[config.mk]
export PLATFORM = sky130hd
export DESIGN_NAME = scalar_scoreboard_ctrl
export DESIGN_NICKNAME = d
export VERILOG_FILES = /design/src/rtl/scalar_scoreboard_ctrl.sv
export SDC_FILE = /design/constraint.sdc
export NUM_CORES = 1
export LEC_CHECK = 0
export CAP_MARGIN = 30
export CORE_MARGIN = 10
export CORE_UTILIZATION = 60
export CTS_CLUSTER_SIZE = 12
export DETAILED_ROUTE_END_ITERATION = 6
export DONT_BUFFER_PORTS = 1
export GPL_TIMING_DRIVEN = 0
export PLACE_DENSITY = 0.82
export SETUP_SLACK_MARGIN = 0.4
export SYNTH_ARGS = -nofsm -noshare
export SYNTH_HDL_FRONTEND = slang
export SYNTH_SLANG_ARGS = --single-unit
[constraint.sdc]
create_clock -name CLK -period 7.4 [get_ports CLK]
set_input_delay 2.22 -clock CLK [delete_from_list [all_inputs] [get_ports CLK]]
set_output_delay 2.22 -clock CLK [all_outputs]
set_load 0.005 [all_outputs]
[src/rtl/scalar_scoreboard_ctrl.sv]
// Scoreboard controller for the scalar FUs: dispatch admission, operand issue,
// and round-robin, WAR-safe arbitration of the single regfile write port.
module scalar_scoreboard_ctrl #(
    parameter int NUM_FU = 3,
    parameter int REG_W  = 5,
    parameter int FU_S_W = 2
) (
    input  logic                     CLK,
    input  logic                     RST,
    input  logic                     disp_valid,
    input  logic [FU_S_W-1:0]        disp_fu,
    input  logic [REG_W-1:0]         disp_rd,
    input  logic [REG_W-1:0]         disp_rs1,
    input  logic [REG_W-1:0]         disp_rs2,
    output logic                     disp_ready,
    output logic [NUM_FU-1:0]        issue_valid,
    input  logic [NUM_FU-1:0]        issue_ready,
    output logic [NUM_FU*REG_W-1:0]  issue_rs1,
    output logic [NUM_FU*REG_W-1:0]  issue_rs2,
    input  logic [NUM_FU-1:0]        wb_req,
    output logic [NUM_FU-1:0]        wb_grant,
    output logic [REG_W-1:0]         wb_rd,
    input  logic                     flush,
    output logic [NUM_FU-1:0]        fu_busy
);

    localparam int NUM_REG  = 1 << REG_W;
    localparam int FU_SLOTS = 1 << FU_S_W;

    logic [NUM_FU-1:0] busy_q;
    logic [NUM_FU-1:0] issued_q;
    logic [REG_W-1:0]  r_q  [NUM_FU];
    logic [REG_W-1:0]  r1_q [NUM_FU];
    logic [REG_W-1:0]  r2_q [NUM_FU];
    logic [FU_S_W-1:0] t1_q [NUM_FU];
    logic [FU_S_W-1:0] t2_q [NUM_FU];
    logic [FU_S_W-1:0] rstat_q [NUM_REG];
    logic [FU_S_W-1:0] ptr_q;

    logic [FU_SLOTS-1:0] busy_ext;
    logic                disp_acc;
    logic [FU_S_W-1:0]   disp_tag;
    logic [FU_S_W-1:0]   cap_t1;
    logic [FU_S_W-1:0]   cap_t2;
    logic [NUM_FU-1:0]   war_hit;
    logic [NUM_FU-1:0]   elig;
    logic                grant_any;
    logic [FU_S_W-1:0]   gidx;
    logic [FU_S_W-1:0]   gtag;

    // Nonexistent FU slots read as busy so an illegal disp_fu is never accepted.
    always_comb begin
        busy_ext = '1;
        for (int i = 0; i < NUM_FU; i++) busy_ext[i] = busy_q[i];
    end

    assign disp_ready = !RST && !flush && (int'(disp_fu) < NUM_FU) && !busy_ext[disp_fu]
                        && (disp_rd == '0 || rstat_q[disp_rd] == '0);
    assign disp_acc   = disp_valid && disp_ready;
    assign disp_tag   = disp_fu + FU_S_W'(1);
    assign fu_busy    = busy_q;

    always_comb begin
        issue_valid = '0;
        issue_rs1   = '0;
        issue_rs2   = '0;
        for (int i = 0; i < NUM_FU; i++) begin
            issue_valid[i] = !RST && !flush && busy_q[i] && !issued_q[i]
                             && t1_q[i] == '0 && t2_q[i] == '0;
            issue_rs1[i*REG_W +: REG_W] = r1_q[i];
            issue_rs2[i*REG_W +: REG_W] = r2_q[i];
        end
    end

    // A writer must wait while any not-yet-issued reader still needs the old value.
    always_comb begin
        war_hit = '0;
        elig    = '0;
        for (int i = 0; i < NUM_FU; i++) begin
            for (int j = 0; j < NUM_FU; j++) begin
                if (j != i && busy_q[j] && !issued_q[j]
                    && ((r1_q[j] == r_q[i] && t1_q[j] == '0)
                        || (r2_q[j] == r_q[i] && t2_q[j] == '0)))
                    war_hit[i] = 1'b1;
            end
            elig[i] = wb_req[i] && busy_q[i] && issued_q[i]
                      && !(war_hit[i] && r_q[i] != '0);
        end
    end

    always_comb begin
        int idx;
        wb_grant  = '0;
        grant_any = 1'b0;
        gidx      = '0;
        for (int k = 1; k <= NUM_FU; k++) begin
            idx = (int'(ptr_q) + k) % NUM_FU;
            if (!grant_any && elig[idx]) begin
                grant_any = 1'b1;
                gidx      = FU_S_W'(idx);
            end
        end
        if (RST || flush) grant_any = 1'b0;
        if (grant_any) wb_grant[gidx] = 1'b1;
    end

    assign gtag  = gidx + FU_S_W'(1);
    assign wb_rd = grant_any ? r_q[gidx] : '0;

    // Same-cycle writeback of the producer counts as already available.
    always_comb begin
        cap_t1 = (disp_rs1 == '0) ? '0 : rstat_q[disp_rs1];
        cap_t2 = (disp_rs2 == '0) ? '0 : rstat_q[disp_rs2];
        if (grant_any && cap_t1 == gtag) cap_t1 = '0;
        if (grant_any && cap_t2 == gtag) cap_t2 = '0;
    end

    always_ff @(posedge CLK) begin
        if (RST || flush) begin
            busy_q   <= '0;
            issued_q <= '0;
            for (int i = 0; i < NUM_FU; i++) begin
                r_q[i]  <= '0;
                r1_q[i] <= '0;
                r2_q[i] <= '0;
                t1_q[i] <= '0;
                t2_q[i] <= '0;
            end
            for (int r = 0; r < NUM_REG; r++) rstat_q[r] <= '0;
            if (RST) ptr_q <= FU_S_W'(NUM_FU - 1);
        end else begin
            for (int i = 0; i < NUM_FU; i++) begin
                if (issue_valid[i] && issue_ready[i]) issued_q[i] <= 1'b1;
            end
            if (grant_any) begin
                ptr_q          <= gidx;
                busy_q[gidx]   <= 1'b0;
                issued_q[gidx] <= 1'b0;
                if (rstat_q[r_q[gidx]] == gtag) rstat_q[r_q[gidx]] <= '0;
                for (int i = 0; i < NUM_FU; i++) begin
                    if (t1_q[i] == gtag) t1_q[i] <= '0;
                    if (t2_q[i] == gtag) t2_q[i] <= '0;
                end
            end
            // Placed after the grant updates so a same-rd dispatch owns RSTAT.
            if (disp_acc) begin
                busy_q[disp_fu]   <= 1'b1;
                issued_q[disp_fu] <= 1'b0;
                r_q[disp_fu]      <= disp_rd;
                r1_q[disp_fu]     <= disp_rs1;
                r2_q[disp_fu]     <= disp_rs2;
                t1_q[disp_fu]     <= cap_t1;
                t2_q[disp_fu]     <= cap_t2;
                if (disp_rd != '0) rstat_q[disp_rd] <= disp_tag;
            end
        end
    end

endmodule

== Word level (Yosys, flattened, before mapping) ==
Memories as Yosys holds them, arrays and structs flattened.
Index checks and enable logic that the tools add are counted.
Widths: inputs -> output; s select.

* Flip-flop bits (word level): 8
* Input bits: 27
* Bits in writable memories: 121
* Memories kept: 6

{| class="wikitable"
|+ Memories
! name !! depth !! width !! read ports !! clocked after Yosys merged registers in !! wr ports !! line !! text
|-
| rstat_q || 32 || 2 || 4 || 0 || 32 || 37 || <nowiki>logic [FU_S_W-1:0] rstat_q [NUM_REG];</nowiki>
|-
| r1_q || 3 || 5 || 3 || 0 || 3 || 33 || <nowiki>logic [REG_W-1:0] r1_q [NUM_FU];</nowiki>
|-
| r2_q || 3 || 5 || 3 || 0 || 3 || 34 || <nowiki>logic [REG_W-1:0] r2_q [NUM_FU];</nowiki>
|-
| r_q || 3 || 5 || 4 || 0 || 3 || 32 || <nowiki>logic [REG_W-1:0] r_q [NUM_FU];</nowiki>
|-
| t1_q || 3 || 2 || 3 || 0 || 4 || 35 || <nowiki>logic [FU_S_W-1:0] t1_q [NUM_FU];</nowiki>
|-
| t2_q || 3 || 2 || 3 || 0 || 4 || 36 || <nowiki>logic [FU_S_W-1:0] t2_q [NUM_FU];</nowiki>
|}

* Multiplexer cells: 107
* Bitwise logic cells: 12
* $add $sub $neg: 5
* Equal/unequal tests: 22
* Order comparisons: 8
* Div/mod/pow operators: 3
* Reduce and logical (&&, ||, !) cells: 99

{| class="wikitable"
|+ Operators with widths
! cell !! count
|-
| $lt 32x4->1 const B || 3
|-
| $mod 32x3->32 const B || 3
|-
| $mux 1 || 67
|-
| $eq 5x5->1 || 12
|-
| $logic_and 1x1->1 || 59
|-
| $mux 2 || 21
|-
| $mux 5 || 6
|-
| $mux 3 || 7
|-
| $reduce_bool 5->1 || 4
|-
| $eq 2x2->1 || 9
|-
| $logic_not 5->1 || 3
|-
| $reduce_or 5->1 || 3
|-
| $logic_not 2->1 || 7
|-
| $logic_not 1->1 || 11
|-
| $and 3x3->3 || 3
|-
| $bmux 1 s2 || 4
|-
| $logic_or 1x1->1 || 8
|-
| $add 2x2->3 const B || 2
|-
| $lt 2x3->1 const B || 2
|-
| $not 3->3 || 2
|-
| $or 1x1->1 || 6
|-
| $add 2x1->2 const B || 2
|-
| $demux 1 s2 || 2
|-
| $ge 2x1->1 const B || 2
|-
| 7 further kinds || 8
|}

== Logic depth before layout (Yosys ltp) ==
Gate-level depths: netlist of run 1.
An unclocked memory read counts as a cell.

* Word-level depth: 30
* Mapped depth: 17
* Mapped depth without buffers: 14

== Worst setup path after synthesis of run 1 ==
Ideal clock, no wire load.

* Kind: input to output
* From: input wb_req[0]
* To: output wb_grant[1]
* Data arrival time: 4295 ps
* Cell stages on the path: 12
* Setup slack: 885 ps
* Path buffers: 3
* Cells stage by stage: and3_1 -> buf_2 -> nand3_1 -> maj3_1 -> nor2_1 -> a31o_2 -> nor3_4 -> buf_2 -> buf_1 -> ha_1 -> inv_1 -> nor2_1

* Longest elaborated chain between the ends: 18
* Elaborated cells on any way between the ends: 29
* Those cells by class: order compare (2); mux (19); reduce/logical (8)

{| class="wikitable"
|+ Ends and longest elaborated chain
! what !! line !! text
|-
| start, declared || 20 || <nowiki>input logic [NUM_FU-1:0] wb_req,</nowiki>
|-
| $logic_and 1x1->1 * (2 in a row) || 86 || <nowiki>elig[i] = wb_req[i] && busy_q[i] && issued_q[i]</nowiki>
|-
| $logic_and 1x1->1 * || 87 || <nowiki>&& !(war_hit[i] && r_q[i] != '0);</nowiki>
|-
| $bmux 1 s2 || 98 || <nowiki>if (!grant_any && elig[idx]) begin</nowiki>
|-
| $mux 1 (not written as such) (2 in a row) || 98 ||
|-
| $mux 1 || 98 ||
|-
| $logic_not 1->1 || 98 ||
|-
| $logic_and 1x1->1 || 98 ||
|-
| $mux 1 || 98 ||
|-
| $logic_not 1->1 || 98 ||
|-
| $logic_and 1x1->1 || 98 ||
|-
| $mux 2 * || 98 ||
|-
| net gidx[0] || 48 || <nowiki>logic [FU_S_W-1:0] gidx;</nowiki>
|-
| $lt 2x3->1 (not written as such) / $ge 2x1->1 (equally long branches) || 104 || <nowiki>if (grant_any) wb_grant[gidx] = 1'b1;</nowiki>
|-
| $logic_and 1x1->1 (not written as such) || 104 ||
|-
| $mux 1 (not written as such) || 104 ||
|-
| $demux 1 s2 * || 104 ||
|-
| $mux 3 * || 104 ||
|-
| end, declared || 21 || <nowiki>output logic [NUM_FU-1:0] wb_grant,</nowiki>
|}

The timed path passes the listed nets; every way through them passes the cells marked *. The select of a mux whose other input is x is not followed.

== Worst setup path in the final report of run 1 ==
* From: input wb_req[1]
* To: output wb_rd[2]

* Longest elaborated chain between the ends: 15
* Elaborated cells on any way between the ends: 25
* Those cells by class: mux (17); reduce/logical (7); memory (1)

{| class="wikitable"
|+ Ends and longest elaborated chain
! what !! line !! text
|-
| $logic_and 1x1->1 * (2 in a row) || 86 ||
|-
| $logic_and 1x1->1 * || 87 ||
|-
| $bmux 1 s2 || 98 ||
|-
| $mux 1 (not written as such) (2 in a row) || 98 ||
|-
| $mux 1 || 98 ||
|-
| $logic_not 1->1 || 98 ||
|-
| $logic_and 1x1->1 || 98 ||
|-
| $mux 1 || 98 ||
|-
| $logic_not 1->1 || 98 ||
|-
| $logic_and 1x1->1 || 98 ||
|-
| $mux 2 / $mux 1 (equally long branches) || 98 ||
|-
| $mem_v2 3x5 / $mux 1 (equally long branches) || n/a ||
|-
| $mux 5 * || 108 || <nowiki>assign wb_rd = grant_any ? r_q[gidx] : '0;</nowiki>
|-
| end, declared || 22 || <nowiki>output logic [REG_W-1:0] wb_rd,</nowiki>
|}

Mark *: on every way between the ends. The rest lies on a longest branch, timed or not. The select of a mux whose other input is x is not followed.

==> impl_metrics.json, run 1 <==
{
  "finish.cell_count_without_fillers": 1212,
  "detailedRoute.firstPassIterationCount": 6,
  "gp_congestion": 0.968,
  "diodes": 0,
  "cts_bufs_inserted": 17,
  "post-layout-total-power_w": 0.00212,
  "post-route-drc-count": 0,
  "worst_path_most_repeated_cell": "nand2_1",
  "cts_sinks": 129,
  "detail_route.wl_per_cell_um": 27.4,
  "synthTopCellsByArea": "edfxtp_1, mux4_2, xnor2_1",
  "wirelength_um": 33200,
  "h-tree-depth": 4,
  "timing.final.crit_period_ps": 6910,
  "number_of_cells_in_the_design_after_placement": 1181,
  "layout.filler_cells": 1198,
  "hold_viol": 0,
  "hold_buffers": 0,
  "tritoncts": "done",
  "place.port_buffers": 0,
  "cp_data_required_time_ps": 5180,
  "critPathMaxFanout": 10,
  "flow.area_growth_from_synthesis_pct": 10.2,
  "worst_hold_path_type": "reg2reg",
  "cts-root-to-sink-buffers": 2,
  "share_of_the_core_filled_with_cells_pct": 67.4,
  "vias_per_cell": 7.18,
  "setup.worst_path.class": "in2out",
  "number_of_buffers_inserted_to_repair_setup_after_cts": 0,
  "drv_cap": 0,
  "status": "finished clean",
  "die_w_um": 147,
  "grt_first_pass_wirelength_um": 50100,
  "clk_transition_reported_paths_ps": 60,
  "synth_top_cells_by_count": "edfxtp_1, nor2_1, xnor2_1, and2_1, nand2_1",
  "i_o_pin_count": 72,
  "floorplan.die_area_sq_um": 21700,
  "pwr_density_cell_nw_per_um2": 198,
  "rsz0062_at_grt": "false",
  "fmaxAchievable_ghz": 0.145,
  "setup_violations": 0,
  "worst_voltage_drop_across_the_vdd_grid_mv": 0.164,
  "drtIter0Drc": 1179,
  "clock-skew-final_ps": 19.7,
  "initial_core_util_pct": 61.2,
  "cts-root-buf": "clkbuf_16",
  "synthesis.instances": 962,
  "synth.ff_latch_count": 129,
  "p_leak_nw": 3.60,
  "seq_total_area_yosys_pct": 39.3,
  "grt_start_max_net_pins": 17,
  "netlist-cell-type-count": 81,
  "layout_net_count": 1020,
  "synth_top_area_share_pct": 38.0,
  "postSynth.topFlopCell": "edfxtp_1",
  "syn-cell-area_sq_um": 9720,
  "worstPathArrival_ps": 4690,
  "dpl.hpwl_um": 24500,
  "yosys_warnings": 0,
  "timing.critical_path.cells": "nand3_1 -> a21o_4 -> nand2_1 -> inv_1 -> maj3_1 -> nand2_1 -> o2111ai_4 -> buf_8 -> buf_2 -> a311oi_2",
  "globalRouteOverflowTotal": 0,
  "clock_insertion_delay_worst_skew_ps": 440,
  "synth_enable_flop_cells": 123,
  "post-route-cell-area_sq_um": 10700,
  "slew_headroom_pct": 24.0,
  "worst_setup_path_start_kind": "input pin",
  "die-height_um": 147,
  "overall_routing_resource_usage_pct": 30.0,
  "synthMostInstantiatedCell": "edfxtp_1",
  "placedInstanceArea_sq_um": 10000,
  "worst_slew_pin_slew_ps": 1140,
  "layout-drive-gt1-share_pct": 16.5,
  "slew_viol_final": 0,
  "post_synth.cell_area_avg_sq_um": 10.1,
  "core_area_sq_um": 15900,
  "antenna_violations_before_repair": 0,
  "ys_async_sr_fraction_pct": 0,
  "rows": 46,
  "fin_hold_ws_ps": 526,
  "critical_path.endpoint_type": "output port",
  "timing.critical_path.slowest_cell_delay_ps": 360,
  "num_vias": 8707,
  "antenna_left": 0,
  "final.period_utilization_pct": 93.4,
  "first_global_vias": 8416,
  "cpMaxStageDelayCell": "a21o_4",
  "synth_top_cell_by_area": "edfxtp_1"
}
==> kinds of logic (layout without fill, tap and decap cells) <==
kind of cell / Yosys count / after routing / synth area share (%)
simple gates: 384 / 384 / 20.3
compound gates: 195 / 195 / 15.8
flops: 129 / 129 / 39.3
buf+inv: 106 / 139 / 5.01
xor+xnor: 76 / 76 / 6.85
mux: 60 / 60 / 11.4
fa+ha+maj: 11 / 11 / 1.37
other cells: 1 / 2 / 0.0386
==> cell usage in the layout, fill, tap and decap left out, types with 18 or more instances in the layout <==
cell type,synthesis,layout
buf_2,19,21
nor2_1,121,121
nand2_1,63,63
and2_1,66,66
inv_1,22,22
xnor2_1,76,76
mux2i_1,18,18
mux4_2,40,40
nor3_1,34,34
nand4_1,20,20
edfxtp_1,123,123
a21oi_1,59,59
nand3_1,18,18
clkbuf_1,43,44
==> power breakdown <==
part           leakage (nW)  switching (W)  internal (W)
Clock                 0.310       0.000335      0.000599
Sequential             1.41      0.0000430      0.000831
Combinational          1.88       0.000190      0.000122
==> per-stage QoR <==
step                      setup slack, ps  TNS (ps)
after global placement               -122      -300
after global routing                  404         0
after detailed placement             -112      -292
final                                 488         0
after CTS                             445         0
after floorplan                       885         0
==> final cells by class <==
type	instances	area (sq um)	area share, %
Buffer	82	419	3.92
Clock buffer	19	433	4.04
Clock inverter	12	206	1.93
Inverter	24	90.1	0.842
Multi-Input combinational cell	728	5460	51.0
Sequential cell	129	3810	35.6
Tap cell	216	270	2.52
Timing Repair Buffer	2	10.0	0.0935
==> registers in the layout, summed over array words and instances, names as in the netlist <==
| signal | flops |
|---|---|
| t1_q | 6 |
| issued_q | 3 |
| t2_q | 6 |
| rstat_q | 64 |
| ptr_q | 2 |
| r2_q | 15 |
| fu_busy | 3 |
| r1_q | 15 |
| r_q | 15 |
==> layer usage <==
layer	track usage (%)	share of wire [%]	vias up
li1	-	-	3622
met1	38.1	34	4097
met2	45.5	44	820
met3	9.12	16	168
met4	15.5	5.3	0
met5	0	0	-
==> path summary, 6_finish.rpt <==
kind                                   from  cells past startpoint  slack (ps)        endpoint
worst max-delay path              wb_req[1]                     10         490        wb_rd[2]
worst min-delay path            issued_q[0]                      2         530     issued_q[0]
worst max register to register   t2_q[1][1]                     14        1960  rstat_q[25][1]
worst min register to register  issued_q[0]                      2         530     issued_q[0]
==> worst max-delay path: cells and delay by family <==
family,cells,cell delay [ps]
buf+inv,3,640
compound gates,3,920
fa+ha+maj,1,360
simple gates,3,530
==> what timing repair did <==
action	in CTS	in global routing
hold endpoints to repair	0	0
gates resized for setup	10	8
setup endpoints to repair	7	7
Note: power is estimated with default switching activity, not from simulation.
==> inputs of run 2 (changes only) <==
--- a/config.mk
+++ b/config.mk
@@ -8,9 +8,11 @@
 export CAP_MARGIN = 30
 export CORE_MARGIN = 10
 export CORE_UTILIZATION = 60
+export CTS_BUF_LIST = sky130_fd_sc_hd__clkbuf_4
 export CTS_CLUSTER_SIZE = 12
 export DETAILED_ROUTE_END_ITERATION = 6
 export DONT_BUFFER_PORTS = 1
+export GPL_ROUTABILITY_DRIVEN = 0
 export GPL_TIMING_DRIVEN = 0
 export PLACE_DENSITY = 0.82
 export SETUP_SLACK_MARGIN = 0.4
==> run 2 against run 1 <==
  * Clock power is 44% lower
  * Hold slack better by 12 ps
  * Setup slack worse by 93 ps
  * Design area is 3.1% lower
  * Total power is 20% lower
  * Largest power group is now sequential cells
==> impl_metrics.json, run 2 (synthesized netlist as in run 1, its figures left out) <==
{
  "fin_hold_ws_ps": 538,
  "wirelength_um": 31600,
  "critPathMaxFanout": 10,
  "place.port_buffers": 0,
  "globalRouteOverflowTotal": 0,
  "pwr_density_cell_nw_per_um2": 164,
  "first_global_vias": 8216,
  "antenna_violations_before_repair": 1,
  "clkPwrFrac_pct": 30.6,
  "dpl.hpwl_um": 23800,
  "drv_cap": 0,
  "cpMaxStageDelayCell": "maj3_1",
  "floorplan.die_area_sq_um": 21700,
  "grt_start_max_net_pins": 17,
  "detailroute.wirelength.met2_um": 14200,
  "final.period_utilization_pct": 94.7,
  "slew_headroom_pct": 24.0,
  "dr_top_layer": "met4",
  "fmaxAchievable_ghz": 0.143,
  "wl_met1_um": 10600,
  "i_o_pin_count": 72,
  "flow.area_growth_from_synthesis_pct": 6.75,
  "largest_register_ffs": 64,
  "setup_violations": 0,
  "rows": 46,
  "core_area_sq_um": 15900,
  "timing.critical_path.slowest_cell_delay_ps": 370,
  "clock_insertion_delay_worst_skew_ps": 590,
  "h-tree-depth": 4,
  "largest_register_by_flop_count": "rstat_q",
  "worst_path_most_repeated_cell": "nor2_1",
  "route.met3.wl_um": 5270,
  "tritoncts": "done",
  "detail_route.wl_per_cell_um": 26.1,
  "setup_tns_ps": 0,
  "sw_share_pct": 30.2,
  "cts-root-buf": "clkbuf_4",
  "critical_path.endpoint_type": "output port",
  "timing.critical_path.cells": "and3_1 -> buf_2 -> nand3_1 -> maj3_1 -> nor2_1 -> a31oi_2 -> and4_1 -> o31ai_2 -> buf_4 -> clkbuf_4 -> nor2_1",
  "overall_routing_resource_usage_pct": 28.8,
  "worst_slew_pin_slew_ps": 1140,
  "hold_viol": 0,
  "post-route-drc-count": 0,
  "cts_bufs_inserted": 17,
  "num_vias": 8634,
  "power_switching_w": 0.000513,
  "layout_net_count": 1020,
  "grt_first_pass_wirelength_um": 48200,
  "setup.worst_path.class": "in2out",
  "detailedRoute.firstPassIterationCount": 6,
  "comb_power_share_pct": 18.2,
  "worst_voltage_drop_across_the_vdd_grid_mv": 0.141,
  "hold_buffers": 0,
  "layout.cells.most_common": "edfxtp_1",
  "drtIter0Drc": 1349,
  "initial_core_util_pct": 61.2,
  "cpLargestDelayFamily": "simple AND/OR/NAND/NOR gates",
  "worst_hold_path_type": "reg2reg",
  "worst_setup_path_start_kind": "input pin",
  "cp_data_required_time_ps": 5180,
  "p_leak_nw": 3.45,
  "vias_per_cell": 7.12,
  "cts_sinks": 129,
  "timing.final.crit_period_ps": 7000,
  "clk_transition_reported_paths_ps": 130,
  "die_w_um": 147,
  "slew_viol_final": 0,
  "clock-skew-final_ps": 39.5,
  "p_int_w": 0.00119,
  "power.sequential.fraction_pct": 51.2,
  "layout-drive-gt1-share_pct": 16.4,
  "layout.filler_cells": 1276,
  "layout.cells.most_common_list": "edfxtp_1, nor2_1, xnor2_1",
  "cts-root-to-sink-buffers": 2,
  "die-height_um": 147,
  "worstPathArrival_ps": 4780,
  "antenna_left": 0,
  "rsz0062_at_grt": "true",
  "status": "finished clean",
  "worst-path-buf-inv": 3
}
[run 2: per-layer routing]
metal / global-route usage [%] / up-vias
li1: - / 3644
met2: 44.4 / 874
met4: 14.3 / 0
met3: 9.18 / 151
met5: 0 / -
met1: 35.9 / 3965
[run 2: metrics by stage]
step	utilization, %	setup slack (ps)	total power, W	area (sq um)	instances
3_5_place_dp	62.9	-140	0.00118	10000	1181
2_1_floorplan	-	885	0.00110	9720	963
3_3_place_gp	62.9	-120	0.00117	9990	1179
4_1_cts	65.1	404	0.00168	10300	1212
6_report	65.3	395	0.00170	10400	1213
5_1_grt	65.3	338	0.00175	10400	1213
[run 2: timing repair]
item | 4_1_cts | 5_1_grt
buffers inserted | 0 | 0
gates resized for setup | 10 | 8
endpoints found under the setup margin | 7 | 8
[run 2: cell type report]
class	instances	area (sq um)	area share [%]
Timing Repair Buffer	2	10.0	0.0965
Inverter	24	90.1	0.869
Tap cell	216	270	2.61
Clock buffer	18	135	1.30
Multi-Input combinational cell	728	5470	52.7
Clock inverter	13	161	1.56
Antenna cell	1	2.50	0.0241
Sequential cell	129	3810	36.8
Buffer	82	419	4.04
[run 2: power groups by stage]
| stage | clock network (W) | registers [W] | logic (W) |
|---|---|---|---|
| after CTS | 0.000514 | 0.000868 | 0.000296 |
| after floorplan | 0 | 0.000869 | 0.000226 |
| after global routing | 0.000547 | 0.000874 | 0.000328 |
| final | 0.000520 | 0.000872 | 0.000310 |
| after global placement | 0 | 0.000883 | 0.000288 |
| after detailed placement | 0 | 0.000885 | 0.000294 |
[run 2: worst register-to-register path: cells and delay by family, from the launching register on]
family,cells,cell delay (ps)
compound gates,8,2920
buf+inv,1,200
flops,1,450
simple gates,5,1460
[run 2: worst paths after layout]
kind / startpoint / slack, ps / to / cells after the start
worst max-delay path: wb_req[0] / 400 / wb_rd[0] / 11
worst min-delay path: issued_q[0] / 540 / issued_q[0] / 2
worst max register to register: t2_q[1][1] / 2010 / rstat_q[25][1] / 14
worst min register to register: issued_q[0] / 540 / issued_q[0] / 2
==> inputs of run 3 (changes only) <==
--- a/config.mk
+++ b/config.mk
@@ -15,6 +15,7 @@
 export GPL_ROUTABILITY_DRIVEN = 0
 export GPL_TIMING_DRIVEN = 0
 export PLACE_DENSITY = 0.82
+export RECOVER_POWER = 25
 export SETUP_SLACK_MARGIN = 0.4
 export SYNTH_ARGS = -nofsm -noshare
 export SYNTH_HDL_FRONTEND = slang
==> run 3 against run 2 <==
  * The flow now finishes with violations (design-rule violations)
  * Clock power about the same
  * Sequential share of layout area increased by 0.067 points
  * Register-to-register slack improved by 20 ps
  * Design area down 0.18%
  * Non-clock buffer count did not move
  * Utilization shrank 0.12 points
  * First-iteration DRC count fell by 4.7%
  * Highest routed layer unchanged
==> impl_metrics.json, run 3 (synthesized netlist as in run 1, its figures left out) <==
{
  "hold_viol": 0,
  "hold_buffers": 0,
  "fmaxAchievable_ghz": 0.143,
  "die-height_um": 147,
  "critical_path.reg2reg.endpoint": "rstat_q[25][1]",
  "dpl.hpwl_um": 23800,
  "layout.filler_cells": 1281,
  "cpMaxStageDelayCell": "maj3_1",
  "power.sequential.fraction_pct": 51.2,
  "largest_register_ffs": 64,
  "fin_hold_ws_ps": 537,
  "drtIter0Drc": 1285,
  "cp_data_required_time_ps": 5180,
  "clock_insertion_delay_worst_skew_ps": 590,
  "globalRouteOverflowTotal": 0,
  "critical_path.endpoint_type": "output port",
  "floorplan.die_area_sq_um": 21700,
  "overall_routing_resource_usage_pct": 28.8,
  "worst_setup_path_start_kind": "input pin",
  "sw_share_pct": 30.2,
  "grt_start_max_net_pins": 17,
  "number_of_buffers_inserted_to_repair_setup_after_cts": 0,
  "multiInputGateArea_sq_um": 5450,
  "cts-root-buf": "clkbuf_4",
  "h-tree-depth": 4,
  "setup.worst_path.class": "in2out",
  "vias_per_cell": 7.13,
  "power_switching_w": 0.000514,
  "drv_cap": 0,
  "worst_slew_pin_slew_ps": 1170,
  "r2r_slack_ps": 2030,
  "layout.cells.most_common": "edfxtp_1",
  "ff_latch_area_sq_um": 3810,
  "timing.final.crit_period_ps": 7000,
  "hold_path_end": "issued_q[0]",
  "placedInstanceArea_sq_um": 10000,
  "post-layout-total-power_w": 0.00170,
  "timing.critical_path.cells": "and3_1 -> buf_2 -> nand3_1 -> maj3_1 -> nor2_1 -> a31oi_2 -> and4_1 -> o31ai_2 -> buf_4 -> clkbuf_4 -> nor2_1",
  "final.period_utilization_pct": 94.7,
  "rows": 46,
  "clock-skew-final_ps": 36.0,
  "reg2reg_depth": 16,
  "clkPwrFrac_pct": 30.7,
  "flow.area_growth_from_synthesis_pct": 6.55,
  "worstPathArrival_ps": 4780,
  "detail_route.wl_per_cell_um": 26.0,
  "clk_transition_reported_paths_ps": 120,
  "cts_bufs_inserted": 17,
  "min-delay-start": "issued_q[0]",
  "antenna_left": 0,
  "failed_checks": "design-rule violations",
  "detailedRoute.firstPassIterationCount": 7,
  "worst-path-buf-inv": 3,
  "grt_first_pass_wirelength_um": 48200,
  "i_o_pin_count": 72,
  "die_w_um": 147,
  "post-route-drc-count": 14,
  "rsz0062_at_grt": "true",
  "layout.cells.most_common_list": "edfxtp_1, nor2_1, xnor2_1",
  "tritoncts": "done",
  "p_leak_nw": 3.43,
  "worst_voltage_drop_across_the_vdd_grid_mv": 0.140,
  "worst_path_most_repeated_cell": "nor2_1",
  "pwr_density_cell_nw_per_um2": 164,
  "cts-root-to-sink-buffers": 2,
  "layout_net_count": 1020,
  "dpl_worst_slack_ps": -140,
  "post-route-cell-area_sq_um": 10400,
  "core_area_sq_um": 15900,
  "number_of_cells_traversed_by_the_worst_hold_path": 2,
  "num_vias": 8644,
  "setup_tns_ps": 0,
  "first_global_vias": 8216,
  "wirelength_um": 31500,
  "worst_hold_path_type": "reg2reg",
  "initial_core_util_pct": 61.2,
  "finalWorstSetupSlack_ps": 396,
  "r2r_start": "t2_q[1][1]",
  "cts_sinks": 129,
  "critPathMaxFanout": 10,
  "slew_headroom_pct": 22.0,
  "slew_viol_final": 0,
  "p_int_w": 0.00119,
  "timing.critical_path.slowest_cell_delay_ps": 370,
  "largest_register_by_flop_count": "rstat_q",
  "place.port_buffers": 0,
  "status": "finished with violations",
  "cpLargestDelayFamily": "simple AND/OR/NAND/NOR gates",
  "antenna_violations_before_repair": 1,
  "comb_power_share_pct": 18.1,
  "setup_violations": 0,
  "layout-drive-gt1-share_pct": 16.1
}
## run 3: how the worst max path moves through the flow
| stage | start | endpoint | slack [ps] | cells past startpoint |
|---|---|---|---|---|
| after floorplan | wb_req[0] | wb_grant[1] | 890 | 12 |
| after global placement | wb_req[1] | wb_rd[3] | -120 | 10 |
| after detailed placement | wb_req[1] | wb_rd[2] | -140 | 10 |
| after CTS | wb_req[0] | wb_rd[0] | 400 | 11 |
| after global routing | wb_req[0] | wb_grant[0] | 270 | 11 |
| final | wb_req[0] | wb_rd[0] | 400 | 11 |
## run 3: cell type report
class,instances,share of cell area [%]
well taps,216,2.61
plain buffers,82,4.05
multi-input cells,728,52.6
flip-flops and latches,129,36.8
clock inverters,13,1.56
diodes,1,0.0242
repair buffers,2,0.0967
clock buffers,18,1.31
inverters,24,0.870
## run 3: repair_timing
| action | 4_1_cts | 5_1_grt |
|---|---|---|
| setup endpoints to repair | 7 | 8 |
| pin swaps | 0 | 0 |
| cloned | 0 | 0 |
| gates resized for setup | 10 | 8 |
## run 3: power by group through the flow
stage / clock, W / combinational (W) / sequential [W]
floorplan: 0 / 0.000226 / 0.000869
global placement: 0 / 0.000288 / 0.000883
detailed placement: 0 / 0.000294 / 0.000885
CTS: 0.000514 / 0.000296 / 0.000868
global route: 0.000547 / 0.000327 / 0.000874
finish: 0.000523 / 0.000308 / 0.000872
## run 3: metal layers
metal / track usage [%] / vias up / part of all wire [%]
li1: - / 3636 / -
met1: 35.9 / 4013 / 34
met2: 44.4 / 834 / 45
met3: 9.18 / 161 / 16
met4: 14.3 / 0 / 4.9
met5: 0 / - / 0
## run 3: through the flow
step,util (%),instances
floorplan,-,963
global placement,62.9,1179
detailed placement,62.9,1181
CTS,65.1,1212
global route,65.2,1213
finish,65.2,1213
## run 3: worst reg2reg max path, cell delays in order (launching register included)
cell	delay [ps]
edfxtp_1	450
nor4b_2	640
nand2_1	150
o22ai_1	310
o211a_1	200
o211ai_1	270
nor2_4	330
inv_2	70
buf_4	180
buf_2	240
a31oi_1	610
inv_1	110
o22ai_1	370
o31a_2	240
o211ai_4	150
buf_6	200
o31ai_1	490
